`config.mk`:
```
export PLATFORM = sky130hd
export DESIGN_NAME = spike_aer_encoder
export DESIGN_NICKNAME = d
export VERILOG_FILES = /design/src/rtl/spike_aer_encoder.sv
export SDC_FILE = /design/constraint.sdc
export NUM_CORES = 1
export LEC_CHECK = 0
export ABC_AREA = 1
export BUFFER_PORTS_ARGS = -buffer_cell sky130_fd_sc_hd__buf_2
export CORE_MARGIN = 4
export CORE_UTILIZATION = 59
export DETAILED_ROUTE_END_ITERATION = 10
export PLACE_DENSITY = 0.83
export SLEW_MARGIN = 5
export SYNTH_ARGS = -nofsm -noshare
export SYNTH_HDL_FRONTEND = slang
export SYNTH_SLANG_ARGS = --single-unit
```
`constraint.sdc`:
```
create_clock -name clk -period 2.9 [get_ports clk]
set_input_delay 0.58 -clock clk [delete_from_list [all_inputs] [get_ports clk]]
set_output_delay 0.58 -clock clk [all_outputs]
set_load 0.01 [all_outputs]
```
`src/rtl/spike_aer_encoder.sv`:
```
`default_nettype none
// ============================================================================
// spike_aer_encoder: captures neuron spike vectors per timestep and emits them
// as AER events over valid/ready. Optional ev_count via SPIKE_AER_EVCNT_EN.
// Revision: 1.0
// ============================================================================
module spike_aer_encoder #(
    parameter int NUM_NEURONS = 16,
    parameter int ADDR_W      = 4,
    parameter int TS_W        = 8
) (
    input  logic                   clk,
    input  logic                   reset,
    input  logic                   step,
    input  logic [NUM_NEURONS-1:0] fired_vec,
    output logic                   ev_valid,
    input  logic                   ev_ready,
    output logic [ADDR_W-1:0]      ev_addr,
    output logic [TS_W-1:0]        ev_ts,
    output logic                   ev_last,
    output logic                   busy,
    output logic                   step_done,
    output logic                   overrun,
`ifdef SPIKE_AER_EVCNT_EN
    output logic [15:0]            ev_count,
`endif
    output logic                   overrun_sticky
);

    typedef enum logic [0:0] {
        S_IDLE = 1'b0,
        S_EMIT = 1'b1
    } state_t;

    state_t                   r_state, w_state_nxt;
    logic [NUM_NEURONS-1:0]   r_pending, w_pending_nxt;
    logic [TS_W-1:0]          r_ts_cnt;
    logic [TS_W-1:0]          r_cap_ts, w_cap_ts_nxt;
    logic                     r_empty, w_empty_nxt;
    logic                     r_step_done;
    logic                     r_overrun;
    logic                     r_sticky;
    logic [ADDR_W-1:0]        w_low_idx;
    logic [NUM_NEURONS-1:0]   w_pending_clr;
    logic                     w_single;
    logic                     w_fire;
    logic                     w_drop;

    always_comb begin
        w_low_idx = '0;
        for (int i = NUM_NEURONS - 1; i >= 0; i--) begin
            if (r_pending[i]) begin
                w_low_idx = ADDR_W'(i);
            end
        end
    end

    // x & (x-1) strips the lowest set bit; a zero result means one bit was set
    assign w_pending_clr = r_pending & (r_pending - NUM_NEURONS'(1));
    assign w_single      = (r_pending != '0) && (w_pending_clr == '0);
    assign w_fire        = (r_state == S_EMIT) && ev_ready;
    assign w_drop        = step && (r_state == S_EMIT);

    always_comb begin
        w_state_nxt   = r_state;
        w_pending_nxt = r_pending;
        w_cap_ts_nxt  = r_cap_ts;
        w_empty_nxt   = 1'b0;
        case (r_state)
            S_IDLE: begin
                if (step) begin
                    w_pending_nxt = fired_vec;
                    w_cap_ts_nxt  = r_ts_cnt;
                    if (fired_vec != '0) begin
                        w_state_nxt = S_EMIT;
                    end else begin
                        w_empty_nxt = 1'b1;
                    end
                end
            end
            S_EMIT: begin
                if (w_fire) begin
                    w_pending_nxt = w_pending_clr;
                    if (w_single) begin
                        w_state_nxt = S_IDLE;
                    end
                end
            end
            default: w_state_nxt = S_IDLE;
        endcase
    end

    always_ff @(posedge clk or negedge reset) begin
        if (!reset) begin
            r_state     <= S_IDLE;
            r_pending   <= '0;
            r_ts_cnt    <= '0;
            r_cap_ts    <= '0;
            r_empty     <= 1'b0;
            r_step_done <= 1'b0;
            r_overrun   <= 1'b0;
            r_sticky    <= 1'b0;
        end else begin
            r_state     <= w_state_nxt;
            r_pending   <= w_pending_nxt;
            r_cap_ts    <= w_cap_ts_nxt;
            r_empty     <= w_empty_nxt;
            r_step_done <= r_empty || (w_fire && w_single);
            r_overrun   <= w_drop;
            if (w_drop) begin
                r_sticky <= 1'b1;
            end
            if (step) begin
                r_ts_cnt <= r_ts_cnt + TS_W'(1);
            end
        end
    end

`ifdef SPIKE_AER_EVCNT_EN
    logic [15:0] r_ev_count;

    always_ff @(posedge clk or negedge reset) begin
        if (!reset) begin
            r_ev_count <= '0;
        end else if (w_fire && (r_ev_count != 16'hFFFF)) begin
            r_ev_count <= r_ev_count + 16'd1;
        end
    end

    assign ev_count = r_ev_count;
`endif

    // ev_* are decoded purely from registered state, so they hold while stalled
    assign ev_valid       = (r_state == S_EMIT);
    assign busy           = (r_state == S_EMIT);
    assign ev_addr        = w_low_idx;
    assign ev_ts          = r_cap_ts;
    assign ev_last        = (r_state == S_EMIT) && w_single;
    assign step_done      = r_step_done;
    assign overrun        = r_overrun;
    assign overrun_sticky = r_sticky;

endmodule
`default_nettype wire

```
==> Word-level counts from Yosys, hierarchy flattened <==
Index checks and enable logic that the tools add are counted.
{ "word_totals": {"regBits": 37, "inputBits": 20, "out_inout_bits": 18} }
{ "op_classes": {"add_sub_neg": 2, "n_eq_ne": 2, "muxes": 27, "n_bitwise": 2, "reduce_logical": 11} }
{ "ops": {"columns": ["cell", "n"], "rows": [
  ["$mux W4", 16],
  ["$mux W16", 2],
  ["$pmux W16 S2", 1],
  ["$reduce_bool A16 Y1", 2],
  ["$and A16 B16 Y16", 1],
  ["$logic_not A16 Y1", 1],
  ["$sub A16 B1 Y16 const B", 1],
  ["$add A8 B1 Y8 const B", 1],
  ["$mux W1", 7],
  ["$logic_and A1 B1 Y1", 5],
  ["$reduce_and A2 Y1", 2],
  ["$ne A2 B1 Y1 const B", 1],
  ["$ne A2 B2 Y1 const B", 1],
  ["$pmux W1 S2", 1],
  ["$logic_or A1 B1 Y1", 1],
  ["$not A1 Y1", 1]
]} }

==> Logic depth before layout (Yosys ltp) <==
Gate-level depths: netlist of run 1.
{ "logic_depth": {"ltp_word": 16, "ltp_mapped": 15, "mapped_depth_nobuf": 15} }

==> Least setup slack after synthesis of run 1 <==
No wires, ideal clock.
{ "synth_timing": {"path_kind": "register to output", "start": "register r_pending[4]", "end": "output port ev_last", "arrival_ps": 1509, "slack_ps": 811, "path_stages_with_launch": 8, "cell_sequence": "dfrtp_1 > nor2_4 > nand2_4 > nor2_4 > nand2_2 > o21ai_1 > nand2_1 > nor4_1"} }
{ "synth_between": {"elab_chain_len": 5} }
{ "synth_lines": {"columns": ["element", "line_no", "rtl"], "rows": [
  ["start, declared", "36", "logic [NUM_NEURONS-1:0] r_pending, w_pending_nxt;"],
  ["start signal, assigned", "105", "r_pending <= w_pending_nxt;"],
  ["$sub A16 B1 Y16", "59", "assign w_pending_clr = r_pending & (r_pending - NUM_NEURONS'(1));"],
  ["$and A16 B16 Y16", "59", null],
  ["$logic_not A16 Y1", "60", "assign w_single = (r_pending != '0) && (w_pending_clr == '0);"],
  ["$logic_and A1 B1 Y1 *", "60", null],
  ["$logic_and A1 B1 Y1 *", "138", "assign ev_last = (r_state == S_EMIT) && w_single;"],
  ["end, declared", "20", "output logic ev_last,"]
]} }
Mark *: on every way between the ends. The rest lies on a longest branch, timed or not.

==> Worst setup path after layout of run 1 <==
{ "layout_timing": {"start": "register r_pending[1]", "end": "output port ev_last"} }
The elaborated chain is that of the path after synthesis.

==> summary.md, run 1 <==
| Metric | Value |
|---|---|
| Status | finished clean |
| Most frequent cell after synthesis | nand2_1 |
| Tmin final | 2680 ps |
| Number of flops mapped to enable cells by yosys | 0 |
| P_leak | 1.21 nW |
| Die H | 66.3 µm |
| Ys async rst share | 1.00 |
| Total GRT Usage | 0.224 |
| ANT nets after route | 0 |
| CP Class | flip-flop to output port |
| RSZ-0062 raised after global routing | false |
| Die area | 4400 µm² |
| Post-synth cell types | 30 |
| Top post-synthesis cells by area | dfrtp_1 (46%), nand2_1 (12%), o21ai_0 (6.0%) |
| Largest area contributor in the netlist | dfrtp_1 |
| Die width | 66.3 µm |
| Flop2flop setup slack | 1010 ps |
| Area growth from synthesis to layout | 15.5% |
| Maximum root-to-sink buffer count | 2 |
| I/O Buffers | 37 |
| Clk Latency, worst-skew pair | 340 ps |
| Yosys synthesis warning count | 0 |
| Global route overflow | 0 |
| Synthesized area | 2010 µm² |
| # rows | 20 |
| Slew Limit Fails | 0 |
| Synthesized area per cell | 8.05 µm² |
| # DRC | 0 |
| Crit Path Max Fanout | 6 |
| TritonCTS clock tree | yes |
| Post-CTS Setup Bufs | 0 |
| Slowest-stage cell, CP | dfrtp_1 |
| Vias in the first global route | 1,669 |
| Vias | 1,714 |
| Cells on worst reg2reg path | 6 |
| Final setup viols | 0 |
| Setup_tns | 0 ps |
| Top Ports | 38 |
| Top cell type's share of synthesized area | 0.462 |
| Synth Net Count | 270 |
| CP required | 2320 ps |
| Hold Slack | 302 ps |
| Post-CTS sizing | 0 |
| Max frequency | 374 MHz |
| Crit Reg-Reg Startpoint | busy |
| DR pass1 iterations | 4 |
| Nets | 308 |
| Worst setup EP type | output port |
| Synth Register Bits | 37 |
| Final wirelength | 4370 µm |
| DR iter-0 viols | 144 |
| TritonCTS Buffers | 5 |
| Initial antenna violation count | 0 |
| Fin crit share | 0.923 |
| CTS Sinks | 37 |
| Main synth FF type | dfrtp_1 |
| GPL Wtd Cong | 0.881 |
| Fill cell count | 260 |
| Power consumption | 2.76 mW |
| Worst path cell trace | nor2_4 > nand2_4 > inv_2 > nand2_1 > nand2_1 > nand2_1 > nor3_2 > nand3_1 > nor4_1 > buf_2 |
| Leading cell types by count after synthesis | nand2_1 (63), dfrtp_1 (37), inv_1 (30), o21ai_0 (24), nor2_1 (16) |
| Worst R2R End | r_pending[15] |
| Via density | 5.16 |
| Slew headroom | 0.473 |
| Clk slew on worst S/H paths | 120 ps |
| CP startpoint | r_pending[1] |
| Ratio of cells with drive above 1 in the final layout | 0.236 |
| Post-DP HPWL | 3230 µm |
| VDD IR-drop max | 688 µV |
| Avg WL per Cell | 13.2 µm |
| N_diodes | 0 |
| Final Hold Viols | 0 |
| Max incr delay on CP | 440 ps |
| H-tree Lvls | 2 |
| Worst hold path class | primary input to async pin |
| Clock root buffer | clkbuf_4 |
| Maxcap violations | 0 |
| Floorplan Core Area | 3150 µm² |
| Setup Skew | 8.76 ps |
| Worst-Margin Slew | 790 ps |
| Pwr dens | 1190 nW/µm² |
| Final core utilization | 0.735 |
| WP data arrival | 2100 ps |
| Pin count of the biggest net entering global routing | 38 |
| Syn Inst Count | 249 |
| Worst Setup Start Kind | flip-flop |
| First-pass GRT wire length | 7400 µm |
| Seq/Total Area, Yosys | 0.462 |
| CTS Hold Buffers Added | 0 |
| Initial Util | 0.636 |
| Top cell by count, worst path | nand2_1 |
-- where the power goes --
part | leakage [nW] | switching, mW | total [mW] | internal (mW)
combinational | 0.698 | 0.886 | 1.40 | 0.518
clock | 0.0552 | 0.180 | 0.447 | 0.267
sequential | 0.453 | 0.187 | 0.912 | 0.725
-- cell usage in the layout (no fill, tap or decap), types with 2 or more instances in the layout --
master     instances
nand3_1            4
bufinv_16          2
o211ai_1           5
dfrtp_1           37
a21oi_1            8
inv_1             30
nand2_2            2
clkbuf_4           5
nand2_1           63
nor2_4             6
xor2_1             7
nor2_2             3
inv_2              3
nand2_4            3
nor2_1            16
o21ai_0           24
o22ai_1            9
a21boi_0           2
nor4_1             6
nor3_2             2
buf_2             37
nand4_1            2
o21ai_1            3
-- registers in the layout, summed over array words and instances, names as in the netlist --
signal,count
step_done,1
overrun,1
r_pending,16
overrun_sticky,1
r_ts_cnt,8
busy,1
ev_ts,8
r_empty,1
-- final cells by class --
| type | instances | area (µm²) | share of cell area |
|---|---|---|---|
| sequential | 37 | 926 | 0.400 |
| multi-input combinational | 171 | 913 | 0.394 |
| timing repair buffer | 38 | 193 | 0.0832 |
| inverter | 34 | 128 | 0.0551 |
| clock inverter | 3 | 65.1 | 0.0281 |
| tap | 44 | 55.1 | 0.0238 |
| clock buffer | 5 | 37.5 | 0.0162 |
-- critical path, delay by kind of cell, from the launching register on --
family | cells | cell delay [ps]
simple gates | 8 | 1010
buf+inv | 2 | 290
flops | 1 | 440
-- metal layers --
metal / track usage / wire length, µm
met3: 0.0425 / 240
met4: 0.0838 / 55
met5: 0 / 0
met1: 0.304 / 2100
met2: 0.354 / 1970
-- per-stage QoR --
step / cells / area, µm² / worst slack [ps]
floorplan: 249 / 2010 / 811
global placement: 324 / 2210 / 710
detailed placement: 324 / 2210 / 690
CTS: 332 / 2320 / 222
global route: 332 / 2320 / 52.9
finish: 332 / 2320 / 224
-- kinds of logic after synthesis --
logic type,count (synthesis),share of synthesized area
compound gates,53,0.149
xor+xnor,7,0.0306
fa+ha+maj,1,0.00624
buf+inv,41,0.0830
flops,37,0.462
simple gates,110,0.269
-- worst max path at each step --
stage                          to  slack, ps  cells after the start
after floorplan           ev_last        810                      7
after global placement    ev_last        710                     10
after detailed placement  ev_last        690                     10
after CTS                 ev_last        220                     10
after global routing      ev_last         50                     10
final                     ev_last        220                     10
Power figures use the tool's default switching activity.
==> run 2, diff against run 1 <==
--- a/config.mk
+++ b/config.mk
@@ -5,7 +5,6 @@
 export SDC_FILE = /design/constraint.sdc
 export NUM_CORES = 1
 export LEC_CHECK = 0
-export ABC_AREA = 1
 export BUFFER_PORTS_ARGS = -buffer_cell sky130_fd_sc_hd__buf_2
 export CORE_MARGIN = 4
 export CORE_UTILIZATION = 59
==> summary.md, run 2 <==
| Metric | Value |
|---|---|
| CP startpoint | r_pending[8] (was r_pending[1]) |
| Worst-Margin Slew | 801 ps (was 790 ps) |
| Synthesized area per cell | 9.01 µm² (was 8.05 µm²) |
| Sequential power share | 0.326 (was 0.330) |
| Pwr dens | 1180 nW/µm² (was 1190 nW/µm²) |
| Ys async rst share | 1.00 (unchanged) |
| Worst Setup Start Kind | flip-flop (unchanged) |
| WP data arrival | 2400 ps (was 2100 ps) |
| Fin crit share | 1.03 (was 0.923) |
| Top cell type's share of synthesized area | 0.474 (was 0.462) |
| Crit Path Max Fanout | 8 (was 6) |
| Final setup viols | 1 (was 0) |
| Int Pwr | 1.57 mW (was 1.51 mW) |
| Post-route setup slack | -76.5 ps (was 224 ps) |
| GPL Wtd Cong | 0.942 (was 0.881) |
| Die area | 4300 µm² (was 4400 µm²) |
| Floorplan Core Area | 3100 µm² (was 3150 µm²) |
| RSZ-0062 raised after global routing | true (was false) |
| Fraction of power consumed by combinational cells | 0.543 (was 0.508) |
| Post-synth cell types | 44 (was 30) |
| CP Class | flip-flop to output port (unchanged) |
| Slew headroom | 0.466 (was 0.473) |
| # rows | 20 (unchanged) |
| Top post-synthesis cells by area | dfrtp_1 (47%), nand2_1 (9.2%), o21ai_0 (4.1%) (was dfrtp_1 (46%), nand2_1 (12%), o21ai_0 (6.0%)) |
| CTS Sinks | 37 (unchanged) |
| Max frequency | 336 MHz (was 374 MHz) |
| Ratio of cells with drive above 1 in the final layout | 0.271 (was 0.236) |
| Largest area contributor in the netlist | dfrtp_1 (unchanged) |
| Flop2flop setup slack | 530 ps (was 1010 ps) |
| Violated checks | setup timing |
| Tmin final | 2980 ps (was 2680 ps) |
| ANT nets after route | 0 (unchanged) |
| P_leak | 1.16 nW (was 1.21 nW) |
| Most frequent cells in the layout | nand2_1 (48), buf_2 (37), dfrtp_1 (35) (was nand2_1 (63), dfrtp_1 (37), buf_2 (37)) |
| Die width | 65.6 µm (was 66.3 µm) |
| Seq/Total Area, Yosys | 0.474 (was 0.462) |
| Synth Net Count | 238 (was 270) |
| Number of flops mapped to enable cells by yosys | 0 (unchanged) |
| # DRC | 0 (unchanged) |
| TritonCTS clock tree | yes (unchanged) |
| VDD IR-drop max | 602 µV (was 688 µV) |
| I/O Buffers | 37 (unchanged) |
| First-pass GRT wire length | 8570 µm (was 7400 µm) |
| Commonest non-fill, non-tap cell in the layout | nand2_1 (unchanged) |
| Clk Latency, worst-skew pair | 350 ps (was 340 ps) |
| Place WS | 252 ps (was 690 ps) |
| DR iter-0 viols | 257 (was 144) |
| Slew Limit Fails | 0 (unchanged) |
| Maxcap violations | 0 (unchanged) |
| Vias | 1,899 (was 1,714) |
| Synth Register Bits | 37 (unchanged) |
| Via density | 6.13 (was 5.16) |
| Syn Inst Count | 217 (was 249) |
| Largest Register | r_pending (unchanged) |
| Status | finished with violations (was finished clean) |
| Final core utilization | 0.763 (was 0.735) |
| Worst R2R End | step_done (was r_pending[15]) |
| Post-DP HPWL | 3650 µm (was 3230 µm) |
| Main synth FF type | dfrtp_1 (unchanged) |
| Area growth from synthesis to layout | 21.1% (was 15.5%) |
| Setup_tns | -76.5 ps (was 0 ps) |
| Top Ports | 38 (unchanged) |
| Switching share of total power | 0.440 (was 0.454) |
| H-tree Lvls | 2 (unchanged) |
| Maximum root-to-sink buffer count | 2 (unchanged) |
| Max FFs per register | 16 (unchanged) |
| Cells on worst reg2reg path | 8 (was 6) |
| Nets | 286 (was 308) |
| Clock root buffer | clkbuf_4 (unchanged) |
| Clk pwr share | 0.131 (was 0.162) |
| Die H | 65.6 µm (was 66.3 µm) |
| Global route overflow | 0 (unchanged) |
| Worst setup EP type | output port (unchanged) |
| Vias in the first global route | 1,761 (was 1,669) |
| Synthesized area | 1950 µm² (was 2010 µm²) |
| Final Hold Viols | 0 (unchanged) |
| Worst hold path class | primary input to async pin (unchanged) |
| DR pass1 iterations | 4 (unchanged) |
| Final wirelength | 5490 µm (was 4370 µm) |
| Crit Reg-Reg Startpoint | r_pending[8] (was busy) |
| Setup Skew | 7.58 ps (was 8.76 ps) |
| TritonCTS Buffers | 5 (unchanged) |
| Pin count of the biggest net entering global routing | 38 (unchanged) |
| Total net switching power | 1.23 mW (was 1.25 mW) |
| Leading cell types by count after synthesis | nand2_1 (48), dfrtp_1 (37), nor2_1 (19), o21ai_0 (16), a22o_1 (9) (was nand2_1 (63), dfrtp_1 (37), inv_1 (30), o21ai_0 (24), nor2_1 (16)) |
| Clk slew on worst S/H paths | 120 ps (about the same) |
| Initial Util | 0.630 (was 0.636) |
| Yosys synthesis warning count | 0 (unchanged) |
| Most frequent cell after synthesis | nand2_1 (unchanged) |
| CP required | 2320 ps (about the same) |
| Total GRT Usage | 0.268 (was 0.224) |
| Initial antenna violation count | 0 (unchanged) |
| N_diodes | 0 (unchanged) |
| Avg WL per Cell | 17.7 µm (was 13.2 µm) |
## run 2: power by group through the flow
stage | registers (mW) | logic (mW) | clock network [mW]
global placement | 0.909 | 1.28 | 0
floorplan | 0.888 | 0.911 | 0
detailed placement | 0.908 | 1.28 | 0
CTS | 0.898 | 1.41 | 0.369
finish | 0.915 | 1.52 | 0.366
global route | 0.936 | 1.66 | 0.399
## run 2: critical path, cell delays in order (launching register included)
cell       delay (ps)
dfrtp_2           480
or4_1             620
o31ai_1           280
o2111ai_1         180
nor4_2            300
buf_2             190
## run 2: metal layers
metal	vias to the layer above	global-route usage	wire (µm)
met4	0	0.0933	110
met2	124	0.430	2590
met1	881	0.362	2280
met5	-	0	0
met3	20	0.0547	502
li1	874	-	-
## run 2: logic make-up after synthesis
family                     share of synthesized area
AOI/OAI and AO/OA                              0.188
xor gates and xnor gates                      0.0314
adders and majority gates                    0.00640
buffers and inverters                         0.0391
DFF                                            0.474
muxes                                         0.0160
and+or+nand+nor                                0.245
## run 2: timing repair
action                     4_1_cts  5_1_grt
hold buffers                     0        0
buffers inserted                 9        1
setup endpoints to repair        1        1
gates resized for setup          5        4
pin swaps                        5        1
cloned                           0        0
## run 2: how the worst max path moves through the flow
stage / depth (start not counted) / slack (ps) / endpoint
6_report: 5 / -80 / ev_last
5_1_grt: 7 / -250 / ev_last
4_1_cts: 5 / -0.9 / ev_last
3_5_place_dp: 5 / 250 / ev_last
3_3_place_gp: 5 / 290 / ev_last
2_1_floorplan: 6 / 380 / ev_last
## run 2: area by class of cell
| cell class | count | area (µm²) |
|---|---|---|
| clock buffer | 6 | 41.3 |
| inverter | 4 | 15.0 |
| multi-input combinational | 165 | 991 |
| tap | 44 | 55.1 |
| timing repair buffer | 52 | 298 |
| fill | 239 | 736 |
| sequential | 37 | 928 |
| clock inverter | 2 | 38.8 |
## run 2: through the flow
step	area, µm²	hold WS (ps)	total power, mW	instances
floorplan	1950	284	1.80	217
global placement	2170	452	2.19	292
global route	2370	358	2.99	310
CTS	2340	325	2.68	309
detailed placement	2170	452	2.19	292
finish	2370	300	2.80	310
==> run 3, diff against run 2 <==
--- a/config.mk
+++ b/config.mk
@@ -5,11 +5,11 @@
 export SDC_FILE = /design/constraint.sdc
 export NUM_CORES = 1
 export LEC_CHECK = 0
-export BUFFER_PORTS_ARGS = -buffer_cell sky130_fd_sc_hd__buf_2
 export CORE_MARGIN = 4
-export CORE_UTILIZATION = 59
+export CORE_UTILIZATION = 60
 export DETAILED_ROUTE_END_ITERATION = 10
-export PLACE_DENSITY = 0.83
+export DONT_BUFFER_PORTS = 1
+export PLACE_DENSITY = 0.75
 export SLEW_MARGIN = 5
 export SYNTH_ARGS = -nofsm -noshare
 export SYNTH_HDL_FRONTEND = slang
==> summary.md, run 3 (same netlist as run 2, synthesis figures left out) <==
| Metric | Value |
|---|---|
| Status | finished clean (was finished with violations) |
| CP startpoint | r_pending[3] (was r_pending[8]) |
| TritonCTS clock tree | yes (unchanged) |
| Avg WL per Cell | 18.9 µm (was 17.7 µm) |
| GPL Wtd Cong | 0.906 (was 0.942) |
| Die area | 4230 µm² (was 4300 µm²) |
| Placed cells | 254 (was 292) |
| Fraction of power consumed by combinational cells | 0.508 (was 0.543) |
| CTS Sinks | 37 (unchanged) |
| Final setup viols | 0 (was 1) |
| # DRC | 0 (unchanged) |
| Crit Path Max Fanout | 6 (was 8) |
| Via density | 6.36 (was 6.13) |
| Power consumption | 2.49 mW (was 2.80 mW) |
| Worst-Margin Slew | 526 ps (was 801 ps) |
| CP required | 2320 ps (about the same) |
| Dpl cell area | 1980 µm² (was 2170 µm²) |
| Setup_tns | 0 ps (was -76.5 ps) |
| Slew Limit Fails | 0 (unchanged) |
| Clk pwr share | 0.104 (was 0.131) |
| ANT nets after route | 0 (unchanged) |
| Top Ports | 38 (unchanged) |
| Largest Register | r_pending (unchanged) |
| Pwr dens | 1160 nW/µm² (was 1180 nW/µm²) |
| Post-route setup slack | 6.94 ps (was -76.5 ps) |
| Tmin final | 2890 ps (was 2980 ps) |
| Floorplan Core Area | 3080 µm² (was 3100 µm²) |
| Clk Latency, worst-skew pair | 330 ps (was 350 ps) |
| Total GRT Usage | 0.253 (was 0.268) |
| Hold Slack | 71.9 ps (was 300 ps) |
| Cell area after layout | 2150 µm² (was 2370 µm²) |
| Slew headroom | 0.646 (was 0.466) |
| Vias in the first global route | 1,652 (was 1,761) |
| Final wirelength | 5090 µm (was 5490 µm) |
| Int Pwr | 1.33 mW (was 1.57 mW) |
| Worst setup EP type | output port (unchanged) |
| Worst hold path class | primary input to async pin (unchanged) |
| Die H | 65.1 µm (was 65.6 µm) |
| Commonest non-fill, non-tap cell in the layout | nand2_1 (unchanged) |
| DR pass1 iterations | 5 (was 4) |
| Final Hold Viols | 0 (unchanged) |
| CP Class | flip-flop to output port (unchanged) |
| Max FFs per register | 16 (unchanged) |
| First-pass GRT wire length | 8220 µm (was 8570 µm) |
| Initial antenna violation count | 0 (unchanged) |
| # rows | 20 (unchanged) |
| Area growth from synthesis to layout | 9.92% (was 21.1%) |
| Setup Skew | 9.17 ps (was 7.58 ps) |
| RSZ-0062 raised after global routing | true (unchanged) |
| Post-DP HPWL | 3430 µm (was 3650 µm) |
| Ratio of cells with drive above 1 in the final layout | 0.147 (was 0.271) |
| Max frequency | 346 MHz (was 336 MHz) |
| Switching share of total power | 0.467 (was 0.440) |
| DR iter-0 viols | 192 (was 257) |
| N_diodes | 0 (unchanged) |
| Total net switching power | 1.16 mW (was 1.23 mW) |
| Maxcap violations | 0 (unchanged) |
| Final std cells w/o fill | 269 (was 310) |
| Place WS | 215 ps (was 252 ps) |
| VDD IR-drop max | 595 µV (was 602 µV) |
| Maximum root-to-sink buffer count | 2 (unchanged) |
| Initial Util | 0.635 (was 0.630) |
| Worst Setup Start Kind | flip-flop (unchanged) |
| Crit Reg-Reg Startpoint | r_pending[7] (was r_pending[8]) |
| TritonCTS Buffers | 5 (unchanged) |
| Clk slew on worst S/H paths | 110 ps (was 120 ps) |
| Nets | 245 (was 286) |
| Sequential power share | 0.388 (was 0.326) |
| Pin count of the biggest net entering global routing | 38 (unchanged) |
| Vias | 1,711 (was 1,899) |
| H-tree Lvls | 2 (unchanged) |
| Most frequent cells in the layout | nand2_1 (48), dfrtp_1 (32), nor2_1 (19) (was nand2_1 (48), buf_2 (37), dfrtp_1 (35)) |
| Die width | 65.1 µm (was 65.6 µm) |
| Final core utilization | 0.698 (was 0.763) |
| P_leak | 0.969 nW (was 1.16 nW) |
| I/O Buffers | 0 (was 37) |
| WP data arrival | 2310 ps (was 2400 ps) |
| Fin crit share | 0.998 (was 1.03) |
| Global route overflow | 0 (unchanged) |
| Clock root buffer | clkbuf_4 (unchanged) |
-- run 3: changes by cell type in the layout (fill, tap and decap cells not counted), moves of 2 or more --
cell / before / now
buf_2: 37 / 0
buf_4: 15 / 10
dfrtp_1: 35 / 32
dfrtp_2: 2 / 5
clkinv_2: 0 / 2
-- run 3: cell type report --
type                    instances  area (µm²)
fillers                       252         930
flip-flops and latches         37         932
well taps                      44        55.1
multi-input cells             165        1000
inverters                       4        15.0
clock buffers                   6        41.3
clock inverters                 2        10.0
repair buffers                 11        95.1
-- run 3: power groups by stage --
stage               registers, mW  logic, mW  clock network, mW
global route                0.997       1.39              0.295
global placement            0.947       1.10                  0
CTS                         0.958       1.20              0.265
finish                      0.968       1.27              0.258
floorplan                   0.888      0.911                  0
detailed placement          0.959       1.09                  0
-- run 3: critical path: stages, from the launching register on --
cell and delay (ps):
dfrtp_2 450, or4_4 610, nor4_4 340, a31oi_2 180, nor4_4 410
-- run 3: path summary, 6_finish.rpt --
kind	end	slack [ps]	depth (start not counted)
worst max-delay path	ev_last	7	4
worst min-delay path	r_ts_cnt[5]	70	1
worst max register to register	step_done	660	6
worst min register to register	step_done	460	1
max in group asynchronous	r_pending[2]	2640	1
min in group clk	busy	320	1
-- run 3: metal layers --
| metal | vias up | wire length (µm) | global-route usage |
|---|---|---|---|
| met5 | - | 0 | 0 |
| met4 | 0 | 75 | 0.0725 |
| met3 | 10 | 336 | 0.0537 |
| met2 | 90 | 2520 | 0.419 |
| met1 | 823 | 2150 | 0.336 |
| li1 | 788 | - | - |
-- run 3: repair_timing --
| action | 4_1_cts | 5_1_grt |
|---|---|---|
| pin swaps | 2 | 3 |
| buffers inserted | 1 | 5 |
| hold endpoints to repair | 37 | 0 |
| hold buffers | 1 | 0 |
| setup endpoints to repair | 1 | 1 |
| gates resized for setup | 8 | 4 |
